`src/rtl/model_loader.sv`:
```
// Byte-stream loader: parses header/base/length/data frames and issues one
// registered memory write per data byte, one clock after the byte is accepted.
module model_loader #(
    parameter int DATA_W = 8,
    parameter int ADDR_W = 8
) (
    input  logic              clk,
    input  logic              reset,
    input  logic [DATA_W-1:0] in_data,
    input  logic              in_valid,
    output logic              in_ready,
    output logic [1:0]        mem_sel,
    output logic [ADDR_W-1:0] mem_addr,
    output logic [DATA_W-1:0] mem_wdata,
    output logic              mem_we,
    output logic              busy,
    output logic              load_done,
    output logic              err
);

    typedef enum logic [2:0] {
        S_HDR,
        S_BASE,
        S_LEN,
        S_DATA,
        S_DONE,
        S_ERROR
    } state_t;

    state_t              state_q, state_d;
    logic [1:0]          tgt_q, tgt_d;
    logic [ADDR_W-1:0]   base_q, base_d;
    logic [DATA_W-1:0]   len_q, len_d;
    logic [DATA_W-1:0]   cnt_q, cnt_d;
    logic                we_q, we_d;
    logic [1:0]          sel_q, sel_d;
    logic [ADDR_W-1:0]   addr_q, addr_d;
    logic [DATA_W-1:0]   wdata_q, wdata_d;
    logic                xfer;

    // Ready depends only on state; the reset term keeps it low during the reset cycle.
    always_comb begin
        in_ready = 1'b0;
        if (!reset) begin
            in_ready = (state_q == S_HDR) || (state_q == S_BASE) ||
                       (state_q == S_LEN) || (state_q == S_DATA);
        end
    end

    assign xfer = in_valid && in_ready;

    always_comb begin
        state_d = state_q;
        tgt_d   = tgt_q;
        base_d  = base_q;
        len_d   = len_q;
        cnt_d   = cnt_q;
        we_d    = 1'b0;
        sel_d   = sel_q;
        addr_d  = addr_q;
        wdata_d = wdata_q;
        case (state_q)
            S_HDR: if (xfer) begin
                if (in_data[DATA_W-3:0] != '0) begin
                    state_d = S_ERROR;
                end else if (in_data[DATA_W-1 -: 2] == 2'b11) begin
                    state_d = S_DONE;
                end else begin
                    tgt_d   = in_data[DATA_W-1 -: 2];
                    state_d = S_BASE;
                end
            end
            S_BASE: if (xfer) begin
                base_d  = ADDR_W'(in_data);
                cnt_d   = '0;
                state_d = S_LEN;
            end
            S_LEN: if (xfer) begin
                len_d   = in_data;
                state_d = (in_data == '0) ? S_HDR : S_DATA;
            end
            S_DATA: if (xfer) begin
                we_d    = 1'b1;
                sel_d   = tgt_q;
                addr_d  = base_q + ADDR_W'(cnt_q);
                wdata_d = in_data;
                if (cnt_q == len_q - 1'b1) begin
                    state_d = S_HDR;
                end else begin
                    cnt_d = cnt_q + 1'b1;
                end
            end
            default: ;
        endcase
    end

    always_ff @(posedge clk) begin
        if (reset) begin
            state_q <= S_HDR;
            tgt_q   <= '0;
            base_q  <= '0;
            len_q   <= '0;
            cnt_q   <= '0;
            we_q    <= 1'b0;
            sel_q   <= '0;
            addr_q  <= '0;
            wdata_q <= '0;
        end else begin
            state_q <= state_d;
            tgt_q   <= tgt_d;
            base_q  <= base_d;
            len_q   <= len_d;
            cnt_q   <= cnt_d;
            we_q    <= we_d;
            sel_q   <= sel_d;
            addr_q  <= addr_d;
            wdata_q <= wdata_d;
        end
    end

    assign mem_we    = we_q;
    assign mem_sel   = sel_q;
    assign mem_addr  = addr_q;
    assign mem_wdata = wdata_q;
    assign busy      = (state_q == S_BASE) || (state_q == S_LEN) || (state_q == S_DATA);
    assign load_done = (state_q == S_DONE);
    assign err       = (state_q == S_ERROR);

endmodule

```
`config.mk`:
```
export PLATFORM = sky130hd
export DESIGN_NAME = model_loader
export DESIGN_NICKNAME = d
export VERILOG_FILES = /design/src/rtl/model_loader.sv
export SDC_FILE = /design/constraint.sdc
export NUM_CORES = 1
export LEC_CHECK = 0
export CAP_MARGIN = 20
export CORE_ASPECT_RATIO = 0.75
export CORE_MARGIN = 5
export CORE_UTILIZATION = 58
export DETAILED_ROUTE_END_ITERATION = 12
export HOLD_SLACK_MARGIN = 0.03
export PLACE_DENSITY = 0.89
export SLEW_MARGIN = 20
export SYNTH_ARGS = -nofsm -noshare
export SYNTH_HDL_FRONTEND = slang
export SYNTH_SLANG_ARGS = --single-unit
```
`constraint.sdc`:
```
create_clock -name clk -period 5.5 [get_ports clk]
set_input_delay 0.55 -clock clk [delete_from_list [all_inputs] [get_ports clk]]
set_output_delay 0.55 -clock clk [all_outputs]
set_load 0.005 [all_outputs]
```
# Word level (Yosys, flattened, before mapping)
# Index checks and enable logic that the tools add are counted.
[classes]
n_addsub = 3
n_mul = 0
div = 0
magnitude_cmp = 0
eq_ne = 13
n_shift = 0
muxes = 15
n_bitwise = 3
n_reduce_logical = 18
[op_table]
columns = ["cell", "n"]
rows = [
  ["$mux 8", 3],
  ["$mux 3", 7],
  ["$pmux 8 s2", 1],
  ["$ne 2x2->1 const B", 6],
  ["$pmux 3 s4", 1],
  ["$add 8x1->8 const B", 1],
  ["$add 8x8->8", 1],
  ["$eq 8x8->1", 1],
  ["$logic_not 8->1", 1],
  ["$reduce_and 4->1", 2],
  ["$sub 8x1->8 const B", 1],
  ["$eq 3x2->1 const B", 2],
  ["$eq 3x3->1 const B", 2],
  ["$reduce_and 2->1", 3],
  ["$reduce_and 6->1", 1],
  ["$reduce_bool 6->1", 1],
  ["$logic_or 1x1->1", 5],
  ["$reduce_bool 4->1", 1],
  ["$eq 3x1->1 const B", 1],
  ["$logic_not 3->1", 1],
  ["$not 1->1", 3],
  ["$eq 2x2->1 const B", 1],
  ["$mux 1", 2],
  ["$mux 2", 1],
  ["3 further kinds", 3],
]
[totals]
reg_bits = 48
latch_bits = 0
ram_bits = 0
mem_bits_ro = 0
in_bits = 11
output_inout_bits = 23
elab_cells = 61
mem_count = 0

# Logic depth before layout (Yosys ltp)
[depth]
depth_word = 8
mapped_depth = 10
depth_no_buf = 10

# Worst setup path after synthesis
# Ideal clock, no wire load.
[synth_timing]
path_kind = "flip-flop to flip-flop"
from = "register len_q[0]"
to = "register cnt_q[0]"
setup_ns = 0.132
t_arrival_ns = 1.970
t_required_ns = 5.368
slack_ns = 3.398
path_stages_with_launch = 10
n_path_buf = 0
period_less_slack_ns = 2.102
path_cell_list = "dfxtp_1 -> inv_1 -> ha_1 -> xor2_1 -> nand2_1 -> or3_1 -> a2111o_1 -> o21ai_2 -> or3_1 -> a21oi_1"
[synth_between]
elab_chain_cells = 4
[synth_rtl]
columns = ["item", "line_no", "rtl"]
rows = [
  ["start, declared", "33", "logic [DATA_W-1:0] len_q, len_d;"],
  ["start signal, assigned", "112", "len_q <= len_d;"],
  ["$sub 8x1->8", "87", "if (cnt_q == len_q - 1'b1) begin"],
  ["$eq 8x8->1", "87", ""],
  ["$ne 2x2->1 (no line)", "--", ""],
  ["$reduce_and 4->1 (no line)", "--", ""],
  ["end signal, assigned", "113", "cnt_q <= cnt_d;"],
  ["end, declared", "34", "logic [DATA_W-1:0] cnt_q, cnt_d;"],
]
# No other way between the ends.
# A chain may end at the register's enable or synchronous reset.

# Final worst setup path
[layout_timing]
from = "input reset"
to = "register addr_q[7], in the netlist mem_addr[7]"
[layout_between]
elab_chain_cells = 3
[layout_rtl]
columns = ["item", "line_no", "rtl"]
rows = [
  ["start, declared", "8", "input logic reset,"],
  ["$mux 1", "44", "if (!reset) begin"],
  ["$logic_and 1x1->1", "50", "assign xfer = in_valid && in_ready;"],
  ["$reduce_and 2->1 (no line)", "--", ""],
  ["end signal, assigned", "116", "addr_q <= addr_d;"],
  ["end, declared", "37", "logic [ADDR_W-1:0] addr_q, addr_d;"],
]
# Parallel ways exist; a longest one is shown, timed or not.

==> metrics.txt <==
# TYPE chip_impl_metric gauge
chip_impl_metric{name="ff2ff_path_depth",unit=""} 6
chip_impl_info{name="most-common-layout-cells",value="dfxtp_1, nand2_1, nor2_1, a21oi_1, clkdlybuf4s50_1"} 1
chip_impl_metric{name="synth_enable_flop_cells",unit=""} 0
chip_impl_metric{name="floorplan.io_pins",unit=""} 34
chip_impl_metric{name="io_buffers",unit=""} 33
chip_impl_metric{name="dp_hpwl",unit="um"} 4250
chip_impl_metric{name="totalNegativeSetupSlack",unit="ns"} 0
chip_impl_metric{name="routed_wirelength",unit="um"} 5910
chip_impl_metric{name="netlist_area",unit="sq um"} 2400
chip_impl_metric{name="tritoncts.num_buffers",unit=""} 5
chip_impl_metric{name="initial_core_util",unit="%"} 59.6
chip_impl_metric{name="power_density_over_the_cells",unit="nW/um^2"} 240
chip_impl_metric{name="iteration_0_drc_markers",unit=""} 134
chip_impl_metric{name="ant_nets",unit=""} 0
chip_impl_metric{name="route.vias.total",unit=""} 2247
chip_impl_metric{name="cp_data_arrival_time",unit="ns"} 3.39
chip_impl_metric{name="report.final.slew_viol_count",unit=""} 0
chip_impl_metric{name="htreeDepth",unit=""} 2
chip_impl_metric{name="cellLeakagePower",unit="uW"} 0.00105
chip_impl_metric{name="ir_worst_vdd",unit="mV"} 0.169
chip_impl_metric{name="worstHoldPathCells",unit=""} 2
chip_impl_metric{name="seq_area_frac_synth",unit="%"} 40.0
chip_impl_metric{name="postSynthNetCount",unit=""} 316
chip_impl_metric{name="timing.fmax",unit="MHz"} 316
chip_impl_metric{name="critical_path_required",unit="ns"} 5.73
chip_impl_metric{name="grt_pass1_vias",unit=""} 2099
chip_impl_metric{name="final_design_area_excluding_fillers",unit="sq um"} 2870
chip_impl_metric{name="finalHoldViolations",unit=""} 0
chip_impl_info{name="crit_path_start",value="reset"} 1
chip_impl_metric{name="synth_seq_cells",unit=""} 48
chip_impl_metric{name="wl_per_cell",unit="um"} 15.6
chip_impl_metric{name="max_cap_violations",unit=""} 0
chip_impl_metric{name="number_of_antenna_violations_at_the_first_check_in_global_routing",unit=""} 0
chip_impl_metric{name="place.gp.congestion",unit=""} 0.869
chip_impl_metric{name="die-height",unit="um"} 65.7
chip_impl_metric{name="p_seq_share",unit="%"} 52.1
chip_impl_metric{name="clk_pin_slew",unit="ns"} 0.10
chip_impl_metric{name="intPower",unit="uW"} 517
chip_impl_metric{name="synth_top_cell_area_share",unit="%"} 40.0
chip_impl_metric{name="syn_area_per_cell",unit="sq um"} 8.13
chip_impl_metric{name="postLayoutCoreUtil",unit="%"} 71.1
chip_impl_metric{name="finalCriticalPeriod",unit="ns"} 3.16
chip_impl_metric{name="detailed_place.area",unit="sq um"} 2750
chip_impl_metric{name="floorplan.core_area",unit="sq um"} 4030
chip_impl_metric{name="clk_path_buf_depth",unit=""} 2
chip_impl_metric{name="synthCells",unit=""} 295
chip_impl_metric{name="path_max_fanout",unit=""} 45
chip_impl_metric{name="clock_power_share",unit="%"} 38.5
chip_impl_info{name="synth_largest_area_cell",value="dfxtp_1"} 1
chip_impl_metric{name="post-layout-total-power",unit="uW"} 689
chip_impl_info{name="cts_tree",value="built"} 1
chip_impl_metric{name="clock_sink_count",unit=""} 48
chip_impl_info{name="mostFrequentLayoutCell",value="dfxtp_1"} 1
chip_impl_info{name="setup.worst_path.start_class",value="input port"} 1
chip_impl_info{name="unrepaired_setup_endpoints_after_global_routing",value="false"} 1
chip_impl_info{name="setup.worst_path.end_class",value="register"} 1
chip_impl_info{name="crit-reg2reg-launch",value="state_q[2]"} 1
chip_impl_metric{name="postSynth.asyncResetShare",unit="%"} 0
chip_impl_metric{name="finalSetupViolations",unit=""} 0
chip_impl_info{name="clock_tree_root_driver_cell",value="clkbuf_8"} 1
chip_impl_metric{name="drt-pass1-iter-count",unit=""} 5
chip_impl_metric{name="power.switching_fraction",unit="%"} 25.0
chip_impl_metric{name="dp_slack",unit="ns"} 2.07
chip_impl_info{name="worst_hold_path_type",value="register to register"} 1
chip_impl_metric{name="drive_gt1_share",unit="%"} 4.94
chip_impl_info{name="biggest_area_contributors_in_the_synthesized_netlist",value="dfxtp_1, a21oi_1, nand2_1"} 1
chip_impl_metric{name="max-slew-margin-rel",unit="%"} 47.9
chip_impl_metric{name="worst_skew_pair.late_latency",unit="ns"} 0.31
chip_impl_info{name="criticalPathCategory",value="input port to register"} 1
chip_impl_metric{name="finish.net_count",unit=""} 344
chip_impl_metric{name="synth_warnings",unit=""} 0
chip_impl_metric{name="postCtsSetupRepairBufs",unit=""} 0
chip_impl_metric{name="timing.final.ws_setup",unit="ns"} 2.34
chip_impl_metric{name="floorplan.rows",unit=""} 20
chip_impl_metric{name="area_delta_synth_final",unit="%"} 19.4
chip_impl_metric{name="first_pass_grt_wire_length",unit="um"} 9650
chip_impl_metric{name="total_switching_power",unit="uW"} 172
chip_impl_metric{name="combinational_share_of_power",unit="%"} 9.4
chip_impl_metric{name="dieArea",unit="sq um"} 5540
chip_impl_metric{name="ctsResizeCount",unit=""} 0
chip_impl_metric{name="min_period_over_period",unit="%"} 57.4
chip_impl_metric{name="netlist-cell-type-count",unit=""} 46
chip_impl_metric{name="cts-hold-fix-buffers",unit=""} 0
chip_impl_info{name="run_status",value="finished clean"} 1
chip_impl_metric{name="timing_worst_slew_pin_value",unit="ns"} 0.779
chip_impl_metric{name="grt_start_max_net_pins",unit=""} 46
chip_impl_metric{name="globalRoute.totalOverflow",unit=""} 0
chip_impl_info{name="dominantRegCellSynth",value="dfxtp_1"} 1
chip_impl_metric{name="grt_util_all_layers",unit="%"} 22.0
chip_impl_metric{name="clock-skew-final",unit="ns"} 0.00434
chip_impl_metric{name="detail_route.vias_per_cell",unit=""} 5.93
chip_impl_metric{name="floorplan.die.width",unit="um"} 84.3
chip_impl_info{name="timing.hold.worst.start",value="mem_wdata[0]"} 1
chip_impl_metric{name="drcViolationCount",unit=""} 0
chip_impl_metric{name="diodes",unit=""} 0
-- layer usage --
layer	up-vias	GRT usage, %	part of all wire [%]
met1	1057	27.9	46
li1	1076	-	-
met5	-	0	0
met4	0	10.6	2.2
met2	96	35.4	45
met3	18	5.26	6.8
-- critical path, cell delays in order --
cell and delay, ns:
clkdlybuf4s50_1 0.40, buf_4 0.27, nor2_1 0.61, nand3_1 0.71
clkinv_1 0.53, nor2_1 0.08, a211oi_1 0.21
-- path summary, 6_finish.rpt --
path / slack (ns) / end
worst max-delay path: 2.34 / mem_addr[7]
worst min-delay path: 0.46 / mem_wdata[0]
worst max register to register: 2.63 / mem_addr[7]
worst min register to register: 0.46 / mem_wdata[0]
-- area by class of cell --
class | instances | area (sq um)
tap | 55 | 68.8
inverter | 10 | 37.5
clock buffer | 5 | 68.8
multi-input combinational | 224 | 1350
timing repair buffer | 34 | 338
sequential | 48 | 961
fill | 328 | 1160
clock inverter | 3 | 46.3
-- Yosys cell counts, types with 2 or more instances --
cell and count:
a21o_1 2, a21oi_1 34, ha_1 9, a31oi_1 3
a211oi_1 2, inv_1 9, nand2_1 45, xor2_1 7
clkbuf_1 11, nand2b_1 3, mux2i_1 11, nor3_2 3
xnor2_1 8, nand3_1 15, o21ai_0 4, nor3_1 2
o21ai_1 5, or3_1 7, dfxtp_1 48, nor2b_1 2
a221oi_1 2, nor2_1 34, or4_1 2, nand3b_1 4
nor3b_1 2
-- power by group through the flow --
stage | combinational (uW) | clock [uW] | sequential (uW)
finish | 65.1 | 265 | 359
detailed placement | 63.6 | 0 | 367
floorplan | 40.8 | 0 | 363
CTS | 64.3 | 269 | 359
global route | 70.1 | 289 | 360
global placement | 63.1 | 0 | 367
-- metrics by stage --
stage / std cells / hold slack, ns
after floorplan: 295 / 0.431
after global placement: 371 / 0.442
after detailed placement: 371 / 0.448
after CTS: 379 / 0.461
after global routing: 379 / 0.490
final: 379 / 0.459
-- flip-flops by register name, summed over array words and instances, names as in the netlist --
name       flops
mem_addr       8
mem_sel        2
mem_we         1
len_q          8
cnt_q          8
state_q        3
tgt_q          2
mem_wdata      8
base_q         8
-- kinds of logic after synthesis --
| kind of cell | share of synthesized area, % |
|---|---|
| and+or+nand+nor | 24.1 |
| buffers and inverters | 3.91 |
| xor gates and xnor gates | 5.47 |
| DFF | 40.0 |
| adders and majority gates | 5.53 |
| muxes | 4.59 |
| AOI/OAI and AO/OA | 16.4 |
Power figures use the tool's default switching activity.
